--- src/rtl/dmem_rr_arbiter.sv ---
// Round-robin arbiter that shares one data-memory port between four cores.
// Each transaction runs IDLE -> ACCESS -> WAIT (MEM_LAT cycles) -> DONE.
module dmem_rr_arbiter #(
  parameter int ADDR_W  = 16,
  parameter int DATA_W  = 8,
  parameter int MEM_LAT = 1
) (
  input  logic                clock,
  input  logic                rst,
  input  logic [3:0]          req,
  input  logic [3:0]          wren,
  input  logic [4*ADDR_W-1:0] addr_in,
  input  logic [4*DATA_W-1:0] wdata_in,
  output logic [3:0]          gnt,
  output logic [3:0]          done,
  output logic [DATA_W-1:0]   rdata_out,
  output logic [ADDR_W-1:0]   mem_address,
  output logic [DATA_W-1:0]   mem_data,
  output logic                mem_wren,
  input  logic [DATA_W-1:0]   mem_q,
  output logic                busy
);

  typedef enum logic [1:0] {IDLE, ACCESS, WAIT, DONE} state_t;

  localparam logic [1:0] WAIT_LAST = (MEM_LAT > 0) ? 2'(MEM_LAT - 1) : 2'd0;

  state_t     state;
  logic [1:0] last;
  logic [1:0] winner;
  logic [1:0] wait_cnt;
  logic       any_req;
  logic       owner_wr;

  // Search starts one past the previous winner, so the last served core ranks lowest.
  always_comb begin
    winner  = last;
    any_req = 1'b0;
    for (int k = 1; k <= 4; k++) begin
      if (!any_req && req[last + 2'(k)]) begin
        winner  = last + 2'(k);
        any_req = 1'b1;
      end
    end
  end

  always_ff @(posedge clock) begin
    if (rst) begin
      state       <= IDLE;
      last        <= 2'd3;
      wait_cnt    <= 2'd0;
      owner_wr    <= 1'b0;
      gnt         <= 4'd0;
      done        <= 4'd0;
      busy        <= 1'b0;
      mem_wren    <= 1'b0;
      rdata_out   <= '0;
      mem_address <= '0;
      mem_data    <= '0;
    end else begin
      done     <= 4'd0;
      mem_wren <= 1'b0;
      case (state)
        IDLE: begin
          if (any_req) begin
            state       <= ACCESS;
            last        <= winner;
            owner_wr    <= wren[winner];
            mem_wren    <= wren[winner];
            mem_address <= addr_in[winner*ADDR_W +: ADDR_W];
            mem_data    <= wdata_in[winner*DATA_W +: DATA_W];
            gnt         <= 4'b0001 << winner;
            busy        <= 1'b1;
          end
        end
        ACCESS: begin
          if (MEM_LAT > 0) begin
            state    <= WAIT;
            wait_cnt <= WAIT_LAST;
          end else begin
            state <= DONE;
            done  <= gnt;
            if (!owner_wr) rdata_out <= mem_q;
          end
        end
        WAIT: begin
          if (wait_cnt == 2'd0) begin
            state <= DONE;
            done  <= gnt;
            if (!owner_wr) rdata_out <= mem_q;
          end else begin
            wait_cnt <= wait_cnt - 2'd1;
          end
        end
        DONE: begin
          state <= IDLE;
          gnt   <= 4'd0;
          busy  <= 1'b0;
        end
        default: state <= IDLE;
      endcase
    end
  end

endmodule

--- config.mk ---
export PLATFORM = sky130hd
export DESIGN_NAME = dmem_rr_arbiter
export DESIGN_NICKNAME = d
export VERILOG_FILES = /design/src/rtl/dmem_rr_arbiter.sv
export SDC_FILE = /design/constraint.sdc
export NUM_CORES = 1
export LEC_CHECK = 0
export ABC_AREA = 1
export CAP_MARGIN = 30
export CELL_PAD_IN_SITES_DETAIL_PLACEMENT = 0
export CELL_PAD_IN_SITES_GLOBAL_PLACEMENT = 2
export CORE_UTILIZATION = 21
export DETAILED_ROUTE_END_ITERATION = 8
export GPL_ROUTABILITY_DRIVEN = 0
export GPL_TIMING_DRIVEN = 0
export PLACE_DENSITY_LB_ADDON = 0.08
export SETUP_SLACK_MARGIN = 0.05
export SYNTH_ARGS = -nofsm -noshare
export SYNTH_HDL_FRONTEND = slang
export SYNTH_SLANG_ARGS = --single-unit
--- constraint.sdc ---
create_clock -name clock -period 3.9 [get_ports clock]
set_clock_uncertainty 0.1 [all_clocks]
set_input_delay 0.39 -clock clock [delete_from_list [all_inputs] [get_ports clock]]
set_output_delay 0.39 -clock clock [all_outputs]
set_load 0.02 [all_outputs]
# Yosys cells after proc, flatten, opt, wreduce, memory -nomap -nowiden
# Cells that the tools add are included.
# op_classes
n_addsub	4
n_mul	0
div	0
n_lt_le_gt_ge	5
n_eq_ne	6
n_shift	3
mux	27
bitwise_logic	5
n_reduce_logical	17
# op_table
operator	count
indexed part select 64 x 7 -> 16 bit	1
indexed part select 32 x 6 -> 8 bit	1
less-than comparator 2 x 3 -> 1 bit, second input constant	5
two-way mux 2 bit	7
binary-select mux 1 bit (select 2 bit)	5
two-way mux 1 bit	10
one-hot mux 2 bit (4 select lines)	1
one-hot mux 4 bit (2 select lines)	1
AND reduction 2 bit	4
inequality test 2 bit, second input constant	3
OR reduction 3 bit	2
NOT 1 bit	5
adder 2 bit, second input constant	2
equality test 2 bit, second input constant	2
zero test 2 bit	2
two-way mux 4 bit	1
one-hot mux 2 bit (2 select lines)	1
nonzero test 2 bit	2
left shift 1 x 2 -> 4 bit, first input constant	1
logical AND 1 bit	3
zero test 1 bit	3
AND reduction 3 bit	1
adder 2 x 1 -> 2 bit, second input constant	1
equality test 2 x 1 -> 1 bit, second input constant	1
2 further kinds	2
# word_totals
register_bits	49
latch_bits	0
ram_bits	0
rom_bits	0
elab_cells	78
memories	0

# Longest topological paths before layout
# logic_depth
word_depth	16
ltp_mapped	15

# Worst setup path after synthesis
# OpenSTA, ideal clock, no wires.
# synth_timing
path_type	register to register
start	register last[0]
end	register mem_address[1]
arrival_ns	1.568
required_ns	3.668
slack_ns	2.100
path_stages_with_launch	16
period_less_slack_ns	1.800
cell_sequence	dfxtp_1 > buf_6 > inv_6 > nand2_1 > nand2_2 > nand2_2 > nand2_2 > inv_4 > nand3_2 > inv_2 > nand2_1 > nand2_4 > buf_4 > nand3_1 > nand3_1 > a21oi_1
# synth_via
elab_chain_len	14
word_cells_on_any_way	27
classes_between	add/sub: 3; shift: 1; mux: 16; reduce/logical: 7
# synth_lines
item	line_no	rtl
start: declaration	29	logic [1:0] last;
start signal: assignment	67	last <= winner;
adder 2 x 1 -> 2 bit	40, 41	
binary-select mux 1 bit (select 2 bit)	40	if (!any_req && req[last + 2'(k)]) begin
two-way mux 1 bit (not written as such)	40	
two-way mux 1 bit	40	
zero test 1 bit	40	
logical AND 1 bit	40	
two-way mux 1 bit	40	
zero test 1 bit	40	
logical AND 1 bit	40	
two-way mux 1 bit	40	
zero test 1 bit	40	
logical AND 1 bit	40	
two-way mux 2 bit / two-way mux 1 bit (equally long branches)	40	
indexed part select 64 x 7 -> 16 bit / AND reduction 2 bit (equally long branches)	-	
end signal: assignment	70	mem_address <= addr_in[winner*ADDR_W +: ADDR_W];
end: declaration	17	output logic [ADDR_W-1:0] mem_address,
# Several ways; a longest one is shown, not always the timed one. The select of a mux whose other input is x is not followed.
# A chain may end at the register's enable or synchronous reset.

# Final worst setup path
# layout_timing
start	input req[2]
end	register owner_wr
# layout_via
elab_chain_len	14
word_cells_on_any_way	25
classes_between	mux: 18; reduce/logical: 7
# layout_lines
item	line_no	rtl
start: declaration	10	input logic [3:0] req,
binary-select mux 1 bit (select 2 bit)	40	
two-way mux 1 bit (not written as such)	40	
two-way mux 1 bit	40	
zero test 1 bit	40	
logical AND 1 bit	40	
two-way mux 1 bit	40	
zero test 1 bit	40	
logical AND 1 bit	40	
two-way mux 1 bit	40	
zero test 1 bit	40	
logical AND 1 bit	40	
two-way mux 2 bit	40	
binary-select mux 1 bit (select 2 bit)	68	owner_wr <= wren[winner];
two-way mux 1 bit (not written as such)	68	
end signal: assignment	68	
end: declaration	33	logic owner_wr;
# Several ways; a longest one is shown, not always the timed one. The select of a mux whose other input is x is not followed.

==> insert_results.sql <==
INSERT INTO impl_metrics (metric_group, metric, value, unit) VALUES
('floorplan', 'rows', '44', ''),
('critical_path', 'worst-endpoint-required', '4.00', 'ns'),
('sta', 'grt_setup_unrepaired', 'false', ''),
('critical_path', 'critPathLaunchType', 'input pin', ''),
('placement', 'numPortBuffers', '154', ''),
('power_and_ir_drop', 'pwr_density', '854', 'nW/um^2'),
('critical_path', 'arrival', '2.28', 'ns'),
('critical_path', 'category_of_the_worst_setup_path_capture_point', 'flop', ''),
('sta', 'finalCriticalPeriod', '2.18', 'ns'),
('detailed_routing', 'remaining_drc_errors', '7', ''),
('detailed_routing', 'vias_per_cell', '4.40', ''),
('clock_tree', 'clkLatencyLatePin', '0.30', 'ns'),
('floorplan', 'dieWidth', '126', 'um'),
('global_route', 'largest_net_degree_at_the_start_of_global_routing', '18', ''),
('detailed_routing', 'routed_wirelength', '11.9', 'mm'),
('placement', 'hpwl', '9.26', 'mm'),
('clock_tree', 'hold_buffers', '0', ''),
('synth', 'yosysSeqAreaShare', '30.6', '%'),
('floorplan', 'fp.dieArea', '15800', 'sq um'),
('synth', 'distinct_cells_synth', '22', ''),
('layout', 'finalNetCount', '801', ''),
('layout', 'finish.utilization', '34.9', '%'),
('sta', 'final_max_tran_viols', '0', ''),
('job', 'drv.max_cap_violation_count', '0', ''),
('synth', 'synthesis.yosys.warnings', '0', ''),
('detailed_routing', 'dr_wl_cell', '13.8', 'um'),
('layout', 'final_design_area_no_fill', '5130', 'sq um'),
('power_and_ir_drop', 'irDropWorstVdd', '0.000363', 'V'),
('synth', 'syn-cell-area', '3200', 'sq um'),
('detailed_routing', 'drtIter0Drc', '144', ''),
('outcome', 'violations', 'DRC', ''),
('hold_path', 'hp-class', 'reg2reg', ''),
('outcome', 'result_of_the_run', 'complete, but fails checks', ''),
('clock_tree', 'ctsLongestPathBuffers', '2', ''),
('detailed_routing', 'dr_total_vias', '3810', ''),
('global_route', 'globalRouteOverflowTotal', '0', ''),
('clock_tree', 'total_cts_buffers', '5', ''),
('detailed_routing', 'detail-route-antenna-nets', '0', ''),
('sta', 'finalSetupViolCount', '0', ''),
('layout', 'finish.cell_count_without_fillers', '866', ''),
('sta', 'post-route-period-util', '55.9', '%'),
('synth', 'ys_seq_elements', '49', ''),
('critical_path', 'worstSetupPathType', 'in2reg', ''),
('power_and_ir_drop', 'leakagePower', '2.33', 'nW'),
('global_route', 'grt_pass1_wl', '19.4', 'mm'),
('sta', 'worst-slew-pin-transition', '0.545', 'ns'),
('sta', 'hold_violations', '0', ''),
('global_route', 'antenna_found_initial', '0', ''),
('clock_tree', 'tritoncts_num_sinks', '49', ''),
('layout', 'antenna_cells_inserted', '0', ''),
('floorplan', 'design.portCount', '156', ''),
('sta', 'worst_slew_margin_rel', '63.7', '%'),
('synth', 'post_synth_inst_count', '520', ''),
('clock_tree', 'clk_root_buffer_cell', 'clkbuf_16', ''),
('global_route', 'grt.total_usage', '15.7', '%'),
('synth', 'average_cell_area_after_synthesis', '6.16', 'sq um'),
('layout', 'fill_cells', '1642', ''),
('clock_tree', 'postCtsSetupRepairBufs', '0', ''),
('sta', 'sum_of_negative_setup_slack', '0', 'ns'),
('clock_tree', 'quantity_of_gates_resized_following_cts', '0', ''),
('clock_tree', 'cts.clk_slew.worst_paths', '0.07', 'ns'),
('critical_path', 'critical_path_fanout_max', '10', ''),
('placement', 'preCtsSetupSlack', '1.40', 'ns'),
('floorplan', 'fp.coreArea', '14700', 'sq um'),
('layout', 'syn2layout_area_growth', '60.0', '%'),
('synth', 'synth_fp_nets', '640', ''),
('sta', 'finalWorstSetupSlack', '1.72', 'ns'),
('clock_tree', 'cts_tree', 'done', ''),
('layout', 'share_of_post_route_cells_with_drive_strength_above_1', '8.21', '%'),
('floorplan', 'chipHeight', '126', 'um'),
('placement', 'placement.cell_area', '4980', 'sq um'),
('clock_tree', 'htree_levels', '2', ''),
('sta', 'maxClockFrequency', '0.458', 'GHz'),
('detailed_routing', 'firstDrtPassIters', '7', ''),
('floorplan', 'initial_utilization', '21.8', '%'),
('placement', 'dp_cells', '858', ''),
('global_route', 'grt_pass1_vias', '3917', '');
flip-flops by register name, indices dropped and copies added, names as in the netlist:
| register | flops |
|---|---|
| busy | 1 |
| last | 2 |
| owner_wr | 1 |
| done | 4 |
| gnt | 4 |
| mem_address | 16 |
| mem_data | 8 |
| rdata_out | 8 |
| mem_wren | 1 |
| state | 2 |
| wait_cnt | 2 |
worst paths after layout:
kind                 from       end  slack (ns)  cells past startpoint
hold reg to reg    gnt[1]   done[1]        0.36                      2
setup / recovery   req[2]  owner_wr        1.72                     14
hold / removal     gnt[1]   done[1]        0.36                      2
setup reg to reg  last[1]  owner_wr        1.73                     14
layout by cell type, fill, tap and decap left out:
cell	instances
a21oi_1	35
buf_2	12
buf_4	4
buf_6	6
clkbuf_1	5
clkbuf_16	5
clkdlybuf4s50_1	154
clkinvlp_4	2
dfxtp_1	49
ha_1	6
inv_1	62
inv_2	3
inv_4	1
inv_6	1
inv_8	1
nand2_1	159
nand2_2	8
nand2_4	8
nand3_1	106
nand3_2	2
nand3_4	2
nor2_1	33
nor3_1	2
o21ai_0	14
o21ai_1	1
or2_2	1
worst max-delay path: stages:
cell and delay (ns):
clkdlybuf4s50_1 0.47, nand2_1 0.09, nand2_1 0.09, nand2_1 0.09, nand2_2 0.08, inv_4 0.11, nand3_2 0.12, inv_2 0.08
nand2_1 0.08, nand2_4 0.17, buf_6 0.17, nand3_1 0.12, nand3_1 0.16, nand2_1 0.06
metrics by stage:
| stage | hold slack, ns | total power, mW |
|---|---|---|
| global placement | 0.348 | 3.97 |
| detailed placement | 0.350 | 4.01 |
| CTS | 0.364 | 4.48 |
| global route | 0.379 | 4.85 |
| finish | 0.357 | 4.38 |
| floorplan | 0.340 | 2.91 |
cells by family after synthesis:
group / count (synthesis) / share of synthesized area, %
AOI/OAI and AO/OA: 50 / 7.81
adders and majority gates: 6 / 2.34
buffers and inverters: 94 / 13.6
DFF: 49 / 30.6
and+or+nand+nor: 321 / 45.6
area by class of cell:
cell class	count	area, sq um	area share (%)
inverters	67	259	5.05
flip-flops and latches	49	981	19.1
clock inverters	3	26.3	0.512
plain buffers	27	176	3.44
repair buffers	154	1540	30.1
well taps	184	230	4.49
multi-input cells	377	1790	34.9
clock buffers	5	125	2.44
cell usage after synthesis (all sizes together):
master    n  area, sq um
a21oi    35          175
buf      22          158
clkbuf    5         18.8
dfxtp    49          981
ha        6         75.1
inv      67          259
nand2   175          737
nand3   110          586
nor2     33          124
nor3      2         10.0
o21ai    15         75.1
or2       1         6.26
layer usage:
layer  vias to the layer above  GRT usage, %  share of wire (%)
li1                       1968             -                  -
met1                      1732          19.7                 46
met2                       100          26.7                 47
met3                        10          3.94                6.2
met4                         0          3.59                1.1
met5                         -             0                  0
where the power goes:
group / internal, mW / switching (mW) / total, mW
clock network: 0.243 / 0.216 / 0.458
registers: 0.667 / 0.0939 / 0.761
logic: 1.20 / 1.97 / 3.16
total: 2.11 / 2.28 / 4.38
Power figures use the tool's default switching activity.
